[src/rtl/dmem_arbiter.sv]
// Purpose: two-requester arbiter for the data-memory port; the pipeline has priority, the aux port gets a forced slot.
// Latency: grant and port mux are combinational; aux read data is returned one cycle after the grant.
// Backpressure: aux holds its request until it sees aux_gnt; after MAX_WAIT denials the CPU stalls for one cycle.
module dmem_arbiter #(
  parameter int DATA_W     = 32,
  parameter int DM_ADDRESS = 9,
  parameter int MAX_WAIT   = 4
) (
  input  logic                  clk,
  input  logic                  reset,
  input  logic                  cpu_rd,
  input  logic                  cpu_wr,
  input  logic [DM_ADDRESS-1:0] cpu_addr,
  input  logic [DATA_W-1:0]     cpu_wdata,
  input  logic [2:0]            cpu_funct3,
  output logic [DATA_W-1:0]     cpu_rdata,
  output logic                  cpu_stall,
  input  logic                  aux_req,
  input  logic                  aux_we,
  input  logic [DM_ADDRESS-1:0] aux_addr,
  input  logic [DATA_W-1:0]     aux_wdata,
  input  logic [2:0]            aux_funct3,
  output logic                  aux_gnt,
  output logic                  aux_rvalid,
  output logic [DATA_W-1:0]     aux_rdata,
  output logic                  mem_rd,
  output logic                  mem_wr,
  output logic [DM_ADDRESS-1:0] mem_addr,
  output logic [DATA_W-1:0]     mem_wdata,
  output logic [2:0]            mem_funct3,
  input  logic [DATA_W-1:0]     mem_rdata
);

  typedef enum logic {PRI_CPU = 1'b0, FORCE = 1'b1} state_t;

  localparam logic [3:0] MAX_WAIT_C = 4'(MAX_WAIT);

  state_t     state, state_nxt;
  logic [3:0] wait_cnt, wait_cnt_nxt;
  logic       cpu_busy;
  logic       cpu_own;

  assign cpu_busy  = cpu_rd | cpu_wr;
  assign cpu_rdata = mem_rdata;

  // State register: arbitration mode and the count of consecutive aux denials.
  always_ff @(posedge clk) begin
    if (reset) begin
      state    <= PRI_CPU;
      wait_cnt <= 4'd0;
    end else begin
      state    <= state_nxt;
      wait_cnt <= wait_cnt_nxt;
    end
  end

  // Next state: count denials and enter the one-cycle forced aux slot when the limit is hit.
  always_comb begin
    state_nxt    = state;
    wait_cnt_nxt = 4'd0;
    case (state)
      PRI_CPU: begin
        if (aux_req && cpu_busy) begin
          if (wait_cnt + 4'd1 == MAX_WAIT_C) begin
            state_nxt = FORCE;
          end else begin
            wait_cnt_nxt = wait_cnt + 4'd1;
          end
        end
      end
      FORCE:   state_nxt = PRI_CPU;
      default: state_nxt = PRI_CPU;
    endcase
  end

  // Outputs: grant decision; the stall is a pure function of the FORCE state.
  always_comb begin
    cpu_stall = 1'b0;
    aux_gnt   = 1'b0;
    cpu_own   = 1'b0;
    case (state)
      PRI_CPU: begin
        cpu_own = cpu_busy;
        aux_gnt = ~cpu_busy & aux_req;
      end
      FORCE: begin
        // CPU inputs are frozen by the stall, so they are simply ignored here.
        cpu_stall = 1'b1;
        aux_gnt   = aux_req;
      end
      default: begin
        cpu_stall = 1'b0;
      end
    endcase
  end

  // Port mux: the owner drives the memory; an idle port still follows the CPU address/data.
  always_comb begin
    mem_rd     = 1'b0;
    mem_wr     = 1'b0;
    mem_addr   = cpu_addr;
    mem_wdata  = cpu_wdata;
    mem_funct3 = cpu_funct3;
    if (aux_gnt) begin
      mem_rd     = ~aux_we;
      mem_wr     = aux_we;
      mem_addr   = aux_addr;
      mem_wdata  = aux_wdata;
      mem_funct3 = aux_funct3;
    end else if (cpu_own) begin
      // Both enables are forwarded unchanged, even if both are high.
      mem_rd = cpu_rd;
      mem_wr = cpu_wr;
    end
  end

  // Aux response: capture read data one cycle after a granted read; writes give no response.
  always_ff @(posedge clk) begin
    if (reset) begin
      aux_rvalid <= 1'b0;
      aux_rdata  <= '0;
    end else begin
      aux_rvalid <= aux_gnt & ~aux_we;
      if (aux_gnt && !aux_we) begin
        aux_rdata <= mem_rdata;
      end
    end
  end

endmodule

[config.mk]
export PLATFORM = sky130hd
export DESIGN_NAME = dmem_arbiter
export DESIGN_NICKNAME = d
export VERILOG_FILES = /design/src/rtl/dmem_arbiter.sv
export SDC_FILE = /design/constraint.sdc
export NUM_CORES = 1
export LEC_CHECK = 0
export BUFFER_PORTS_ARGS = -buffer_cell sky130_fd_sc_hd__clkbuf_2
export CORE_MARGIN = 5
export CORE_UTILIZATION = 37
export DETAILED_ROUTE_END_ITERATION = 10
export GPL_ROUTABILITY_DRIVEN = 0
export MAX_ROUTING_LAYER = met4
export PLACE_DENSITY = 0.78
export SYNTH_ARGS = -nofsm -noshare
export SYNTH_HDL_FRONTEND = slang
export SYNTH_SLANG_ARGS = --single-unit
[constraint.sdc]
create_clock -name clk -period 1.84 [get_ports clk]
set_input_delay 0.092 -clock clk [delete_from_list [all_inputs] [get_ports clk]]
set_output_delay 0.092 -clock clk [all_outputs]
set_load 0.01 [all_outputs]
Yosys cells after proc, flatten, opt, wreduce, memory -nomap -nowiden
Index checks and enable logic that the tools add are counted.
{"block": "classes", "n_addsub": 1, "muxes": 13, "n_eq_ne": 1, "n_reduce_logical": 4, "n_bitwise": 7}
{"operator": "two-way mux 32 bit", "n": 1}
{"operator": "two-way mux 9 bit", "n": 1}
{"operator": "two-way mux 1 bit", "n": 8}
{"operator": "adder 4 x 1 -> 4 bit (second input constant)", "n": 1}
{"operator": "== test 4 x 3 -> 1 bit (second input constant)", "n": 1}
{"operator": "inverter 1 bit", "n": 4}
{"operator": "case mux 1 bit (2 select lines)", "n": 2}
{"operator": "OR reduction 4 bit", "n": 1}
{"operator": "two-way mux 3 bit", "n": 1}
{"operator": "bitwise AND 1 bit", "n": 2}
{"operator": "logical AND 1 bit", "n": 2}
{"operator": "logical NOT 1 bit", "n": 1}
{"operator": "bitwise OR 1 bit", "n": 1}
{"block": "totals", "output_inout_bits": 113, "regBits": 38}

Longest topological paths before layout
Gate-level depths: netlist of the first run.
{"block": "logic_depth", "ltp_word": 5, "depth_mapped": 5}

Worst setup path after synthesis of the first run
No wires, ideal clock.
{"block": "synth_timing", "path_kind": "register to output", "startpoint": "register state", "endpoint": "output mem_addr[4]", "arrival_ps": 1320, "stages_incl_launch_ff": 6, "required_time_ps": 1748, "path_buffers": 2, "setup_slack_ps": 428, "path_cell_list": "dfxtp_1 > o21ba_4 > nand2b_4 > buf_6 > buf_6 > mux2_2"}
{"block": "synth_via", "elab_chain_cells": 3}
{"element": "start: declaration", "line": "38", "source": "state_t state, state_nxt;"}
{"element": "start signal: assignment", "line": "52", "source": "state <= state_nxt;"}
{"element": "inverter 1 bit"}
{"element": "case mux 1 bit (2 select lines) *", "line": "81", "source": "case (state)"}
{"element": "two-way mux 9 bit *", "line": "104", "source": "if (aux_gnt) begin"}
{"element": "end: declaration", "line": "28", "source": "output logic [DM_ADDRESS-1:0] mem_addr,"}
Mark *: on every way between the ends. The rest lies on a longest branch, timed or not.

Final worst setup path of the first run
{"block": "layout_timing", "startpoint": "register state", "endpoint": "output mem_wdata[11]"}
{"block": "layout_via", "elab_chain_cells": 3}
{"element": "inverter 1 bit"}
{"element": "case mux 1 bit (2 select lines) *", "line": "81"}
{"element": "two-way mux 32 bit *", "line": "104"}
{"element": "end: declaration", "line": "29", "source": "output logic [DATA_W-1:0] mem_wdata,"}
Marked as above.

==> reports/results.tsv, run 1 <==
stage	metric	value	unit
run_status	status	completed	
finish	layout cells sized above 1	0.661	
critical_path	worst endpoint required time	1.75	ns
grt	gr ovfl total	0	
logic_synthesis	Netlist Area Pre-Place	2530	um2
grt	first-pass GRT wire length	13.6	mm
routing	antenna-violating nets left	0	
sta	Clock Skew	0.00513	ns
sta	Final Hold Viols	0	
clock_network	Worst-path clk slew	0.07	ns
floorplan	chip height	92.8	um
sta	Slew @ Worst Pin	0.331	ns
clock_network	worst skew pair latency	0.28	ns
finish	Final Cell Area	3610	um2
clock_network	number of setup buffers added after CTS	0	
logic_synthesis	syn_area_per_cell	9.86	um2
place	post-DP HPWL	7.55	mm
power_and_ir_drop	Max VDD drop	388	uV
logic_synthesis	post-synth top area cell	dfxtp_1	
power_and_ir_drop	Logic pwr share	0.293	
sta	Final Cycle Share	0.966	
power_and_ir_drop	switching power	545	uW
sta	final worst hold slack	0.135	ns
place	Post-DP Area	3480	um2
critical_path	Crit. End Element	primary output	
routing	WL per Instance	17.2	um
run	Max Cap Viol	0	
power_and_ir_drop	sw frac	0.275	
logic_synthesis	Synth Register Bits	38	
power_and_ir_drop	clock network power share	0.279	
floorplan	I/O pin total	239	
critical_path	crit path from	state$_SDFF_PP0_	
routing	TritonRoute pass-1 iters	4	
floorplan	die width	92.8	um
power_and_ir_drop	Pint	1440	uW
finish	Final Non-Filler Cells	531	
finish	commonest non-fill, non-tap cells in the layout	238 x clkbuf_2, 37 x dfxtp_1, 34 x o21ai_0	
finish	final core utilization	0.537	
logic_synthesis	Yosys cell types	23	
critical_path	Arrival @ worst endpoint	1.69	ns
grt	vias in the first global route	2628	
critical_path	r2r worst-path depth	4	
finish	most common cell after layout, fill and taps aside	clkbuf_2	
routing	Vias per Instance	4.90	
critical_path	WP depth	5	
finish	antenna fix cells	0	
grt	largest net degree at the start of global routing	68	
critical_path	CP top delay family	buffers and inverters	
power_and_ir_drop	sequential share of power	0.428	
power_and_ir_drop	leakage	0.00194	uW
logic_synthesis	syn_nets	384	
sta	fin crit period	1.78	ns
place	placed cell count	524	
floorplan	Starting Density	0.377	
sta	RSZ-0062 raised after global routing	yes	
sta	# setup viols final	0	
hold_path	Hold Path Origin	mem_rdata[17]	
logic_synthesis	sequential area share after synthesis	0.300	
sta	max-slew violations	0	
critical_path	critical path fanouts, max	22	
logic_synthesis	synthesized instance count	257	
routing	Starting DRT DRC Count	93	
logic_synthesis	synth warn	0	
hold_path	hold crit path type	in -> reg	
clock_network	cts hold-fix bufs	0	
sta	Final WS setup	0.0619	ns
critical_path	CP Class	reg -> out	
clock_network	CTS tree	yes	
clock_network	clk sinks	38	
logic_synthesis	Synth top area share	0.300	
critical_path	slowest cell on the critical path	dfxtp_2	
critical_path	CP max stage delay	0.33	ns
logic_synthesis	largest cells by area after synthesis	dfxtp_1 30%, mux2_4 17%, or3b_1 11%, buf_4 9.5%, mux2_2 7.1%	
critical_path	crit path cell chain	o21ba_4, nand2b_4, clkbuf_16, mux2_4, clkbuf_2	
floorplan	site row count	30	
finish	Area growth syn-to-layout	42.3	%
clock_network	CTS H-tree lvls	2	
floorplan	Die ar.	8610	um2
floorplan	area of the core	6720	um2
clock_network	number of clock buffers inserted by TritonCTS	5	
finish	nets	579	
clock_network	CTS root buf	clkbuf_8	
place	port bufs	238	
hold_path	Hold Path Depth	3	
grt	initial antenna violation count	0	
clock_network	Clock Path Buffers	2	
routing	total routed wirelength	9.13	mm
grt	Total GRT Usage	0.204	
critical_path	reg2reg start	state$_SDFF_PP0_	
routing	vias post-DR	2600	
sta	Slew HR	0.779	
sta	Peak Freq	562	MHz
power_and_ir_drop	Cell Pwr Density	549	nW/um2
critical_path	Critical Path Source Type	flop	
routing	DRC Markers	0	
critical_path	worst path buffer plus inverter count	2	
place	DP Worst Slack	0.273	ns
area by class of cell:
class	instances	area (um2)
Timing Repair Buffer	243	1290
Fill cell	645	3110
Inverter	3	11.3
Clock buffer	6	82.6
Multi-Input combinational cell	161	1360
Sequential cell	38	762
Tap cell	80	100
final timing paths:
check	slack (ns)	end
worst max-delay path	0.06	mem_wdata[11]
worst min-delay path	0.13	aux_rdata[17]$_SDFFE_PP0P_
worst max register to register	0.52	aux_rdata[3]$_SDFFE_PP0P_
worst min register to register	0.46	wait_cnt[0]$_SDFF_PP0_
flip-flops by register name (all words and copies together) (netlist names):
register	cells
wait_cnt	4
aux_rdata	32
state	1
aux_rvalid	1
cell families (layout without fill, tap and decap cells):
kind of cell / after synthesis / after routing / share of synthesized area
AOI/OAI and AO/OA: 67 / 67 / 0.137
xor gates and xnor gates: 1 / 1 / 0.00346
adders and majority gates: 1 / 1 / 0.00494
buffers and inverters: 58 / 252 / 0.166
DFF: 38 / 38 / 0.300
muxes: 45 / 45 / 0.243
and+or+nand+nor: 47 / 47 / 0.146
metrics by stage:
step           total power [uW]  TNS (ns)
6_report                   1980         0
5_1_grt                    2090   -0.0218
2_1_floorplan              1200         0
3_3_place_gp               1430         0
3_5_place_dp               1440         0
4_1_cts                    2000    -0.348
worst min-delay path, cell delays in order:
cell and delay, ns:
clkbuf_2 0.08, or3b_1 0.15, a21oi_1 0.05
power by group through the flow:
stage | registers (uW) | logic [uW] | clock network, uW
after floorplan | 873 | 330 | 0
after global placement | 866 | 567 | 0
after detailed placement | 866 | 577 | 0
after CTS | 848 | 582 | 566
after global routing | 849 | 626 | 611
final | 848 | 581 | 552
layer usage:
metal	wire length [um]	track usage
met4	265	0.0781
met2	4590	0.360
met1	3360	0.218
met5	0	-
met3	908	0.0544
cell usage after synthesis:
library cell	count
nand2b_4	1
a21oi_1	32
xor2_1	1
nand2b_2	1
buf_6	11
nor3b_1	2
mux2_2	16
nand2_1	2
clkbuf_1	11
nor3_1	1
o21ba_4	1
inv_1	3
mux2_4	29
dfxtp_1	38
buf_1	1
or2b_1	1
nand3_1	2
nor2_1	4
o21ai_0	34
ha_1	1
buf_4	32
or3b_1	32
nand3b_1	1
what timing repair did:
item,CTS,global route
resized for setup,1,3
gates cloned,0,1
setup endpoints to repair,18,44
(Power assumes the default switching activity.)
==> inputs of run 2 (changes only) <==
--- a/config.mk
+++ b/config.mk
@@ -6,12 +6,12 @@
 export NUM_CORES = 1
 export LEC_CHECK = 0
 export BUFFER_PORTS_ARGS = -buffer_cell sky130_fd_sc_hd__clkbuf_2
-export CORE_MARGIN = 5
-export CORE_UTILIZATION = 37
+export CORE_AREA = 2 2 91 93
 export DETAILED_ROUTE_END_ITERATION = 10
+export DIE_AREA = 0 0 93 95
 export GPL_ROUTABILITY_DRIVEN = 0
 export MAX_ROUTING_LAYER = met4
-export PLACE_DENSITY = 0.78
+export PLACE_DENSITY = 0.69
 export SYNTH_ARGS = -nofsm -noshare
 export SYNTH_HDL_FRONTEND = slang
 export SYNTH_SLANG_ARGS = --single-unit
==> run 2 against run 1 <==
Power grew 15%. Critical path depth is the same. Die area grew 2.7%. Register-to-register slack lost 0.23 ns. Combinational power shrank 0.9%. Global-route usage shrank 3.4 points. Clock power grew 55%. Clock skew grew 0.0020 ns. Non-clock buffer count grew 6. Worst setup slack gained 0.0084 ns. Sequential cell count is the same. Critical endpoint is now mem_addr[4]. Largest cell class unchanged.
==> reports/results.tsv, run 2 (synthesis results as in run 1) <==
stage	metric	value	unit
run_status	status	completed	
floorplan	Starting Density	0.320	
finish	antenna fix cells	0	
routing	antenna-violating nets left	0	
finish	Most flops, register	aux_rdata	
sta	Clock Skew	0.00710	ns
power_and_ir_drop	sw frac	0.258	
grt	vias in the first global route	2417	
clock_network	CTS H-tree lvls	2	
sta	Final Cycle Share	0.962	
floorplan	area of the core	7930	um2
routing	Starting DRT DRC Count	62	
routing	DRC Markers	0	
power_and_ir_drop	Cell Pwr Density	613	nW/um2
finish	nets	585	
grt	Total GRT Usage	0.170	
clock_network	number of clock buffers inserted by TritonCTS	5	
power_and_ir_drop	Max VDD drop	475	uV
place	port bufs	238	
place	DP Worst Slack	0.233	ns
clock_network	worst skew pair latency	0.29	ns
power_and_ir_drop	clock network power share	0.376	
critical_path	Arrival @ worst endpoint	1.68	ns
routing	vias post-DR	2574	
floorplan	Die ar.	8840	um2
critical_path	Critical Path Source Type	flop	
clock_network	CTS tree	yes	
power_and_ir_drop	Pint	1690	uW
grt	initial antenna violation count	0	
floorplan	chip height	95	um
grt	gr ovfl total	0	
sta	max-slew violations	0	
critical_path	critical path fanouts, max	9	
clock_network	CTS root buf	clkbuf_8	
grt	first-pass GRT wire length	11.6	mm
finish	top flop regs	aux_rdata x32, wait_cnt x4	
clock_network	cts hold-fix bufs	0	
finish	layout cells sized above 1	0.667	
sta	Peak Freq	565	MHz
finish	commonest non-fill, non-tap cells in the layout	238 x clkbuf_2, 37 x dfxtp_1, 34 x o21ai_0	
critical_path	crit path cell chain	o21ba_4, nand2b_4, clkbuf_16, mux2_2, clkbuf_2	
grt	largest net degree at the start of global routing	68	
sta	Slew HR	0.662	
run	Max Cap Viol	0	
finish	Largest register FFs	32	
routing	WL per Instance	14.3	um
critical_path	Crit. End Element	primary output	
finish	final core utilization	0.469	
finish	most common cell after layout, fill and taps aside	clkbuf_2	
power_and_ir_drop	leakage	0.00198	uW
routing	TritonRoute pass-1 iters	4	
floorplan	I/O pin total	239	
finish	Fillers	788	
floorplan	site row count	33	
sta	RSZ-0062 raised after global routing	yes	
power_and_ir_drop	Logic pwr share	0.253	
sta	Slew @ Worst Pin	0.507	ns
finish	Area growth syn-to-layout	46.6	%
power_and_ir_drop	sequential share of power	0.371	
sta	Final Hold Viols	0	
clock_network	Worst-path clk slew	0.08	ns
sta	Setup TNS	0	ns
critical_path	slowest cell on the critical path	dfxtp_2	
critical_path	CP top delay family	flip-flops	
critical_path	worst path buffer plus inverter count	2	
sta	Final WS setup	0.0702	ns
routing	total routed wirelength	8.05	mm
critical_path	CP max stage delay	0.34	ns
sta	# setup viols final	0	
critical_path	CP Class	reg -> out	
critical_path	worst endpoint required time	1.75	ns
hold_path	hold crit path type	in -> reg	
power_and_ir_drop	switching power	589	uW
place	post-DP HPWL	6.52	mm
routing	Vias per Instance	4.56	
sta	fin crit period	1.77	ns
floorplan	die width	93	um
clock_network	Clock Path Buffers	2	
clock_network	clk sinks	38	
[run 2: cell types whose count changed in the layout (fill, tap and decap cells not counted), sizes merged]
cell and delta:
clkbuf -1, buf +6, bufinv +2, clkinv +1
[run 2: per-stage QoR]
stage                     power, uW  hold WS, ns  instances  cell area [um2]
final                          2280        0.128        564             3720
after CTS                      2310        0.120        563             3690
after floorplan                1200        0.276        257             2530
after global placement         1430        0.382        552             3530
after detailed placement       1440        0.383        552             3530
after global routing           2400        0.125        564             3720
[run 2: final cells by class]
type	count	area, um2	share of cell area
multi-input combinational	161	1350	0.364
sequential	38	762	0.205
clock inverter	3	68.8	0.0185
inverter	3	11.3	0.00303
clock buffer	5	68.8	0.0185
tap	105	131	0.0354
timing repair buffer	249	1320	0.355
[run 2: tightest hold or removal path: cells and delay by family]
kind                   cells  cell delay (ns)
AND/OR/NAND/NOR            1             0.15
buffers and inverters      1             0.08
AO/OA/AOI/OAI              1             0.05
[run 2: power by group through the flow]
stage | Combinational (uW) | Clock [uW] | Sequential [uW]
finish | 576 | 856 | 846
floorplan | 330 | 0 | 873
CTS | 580 | 884 | 847
global route | 624 | 925 | 849
global placement | 566 | 0 | 865
detailed placement | 572 | 0 | 866
[run 2: timing repair]
item,in CTS,in global routing
hold endpoints to repair,0,0
resized for setup,1,1
buffers inserted,3,0
endpoints found under the setup margin,35,14
gates cloned,0,1
[run 2: path summary, 6_finish.rpt]
check | end | slack [ns] | start | depth (start not counted)
setup / recovery | mem_addr[4] | 0.07 | state$_SDFF_PP0_ | 5
hold / removal | aux_rdata[14]$_SDFFE_PP0P_ | 0.13 | mem_rdata[14] | 3
setup reg to reg | wait_cnt[1]$_SDFF_PP0_ | 0.29 | state$_SDFF_PP0_ | 4
hold reg to reg | wait_cnt[0]$_SDFF_PP0_ | 0.47 | wait_cnt[0]$_SDFF_PP0_ | 1
[run 2: per-layer routing]
metal / vias to the layer above / wire, um / global-route usage
met5: - / 0 / -
met4: 0 / 107 / 0.0441
met3: 12 / 877 / 0.0583
met2: 132 / 4120 / 0.315
met1: 1145 / 2940 / 0.172
li1: 1285 / - / -
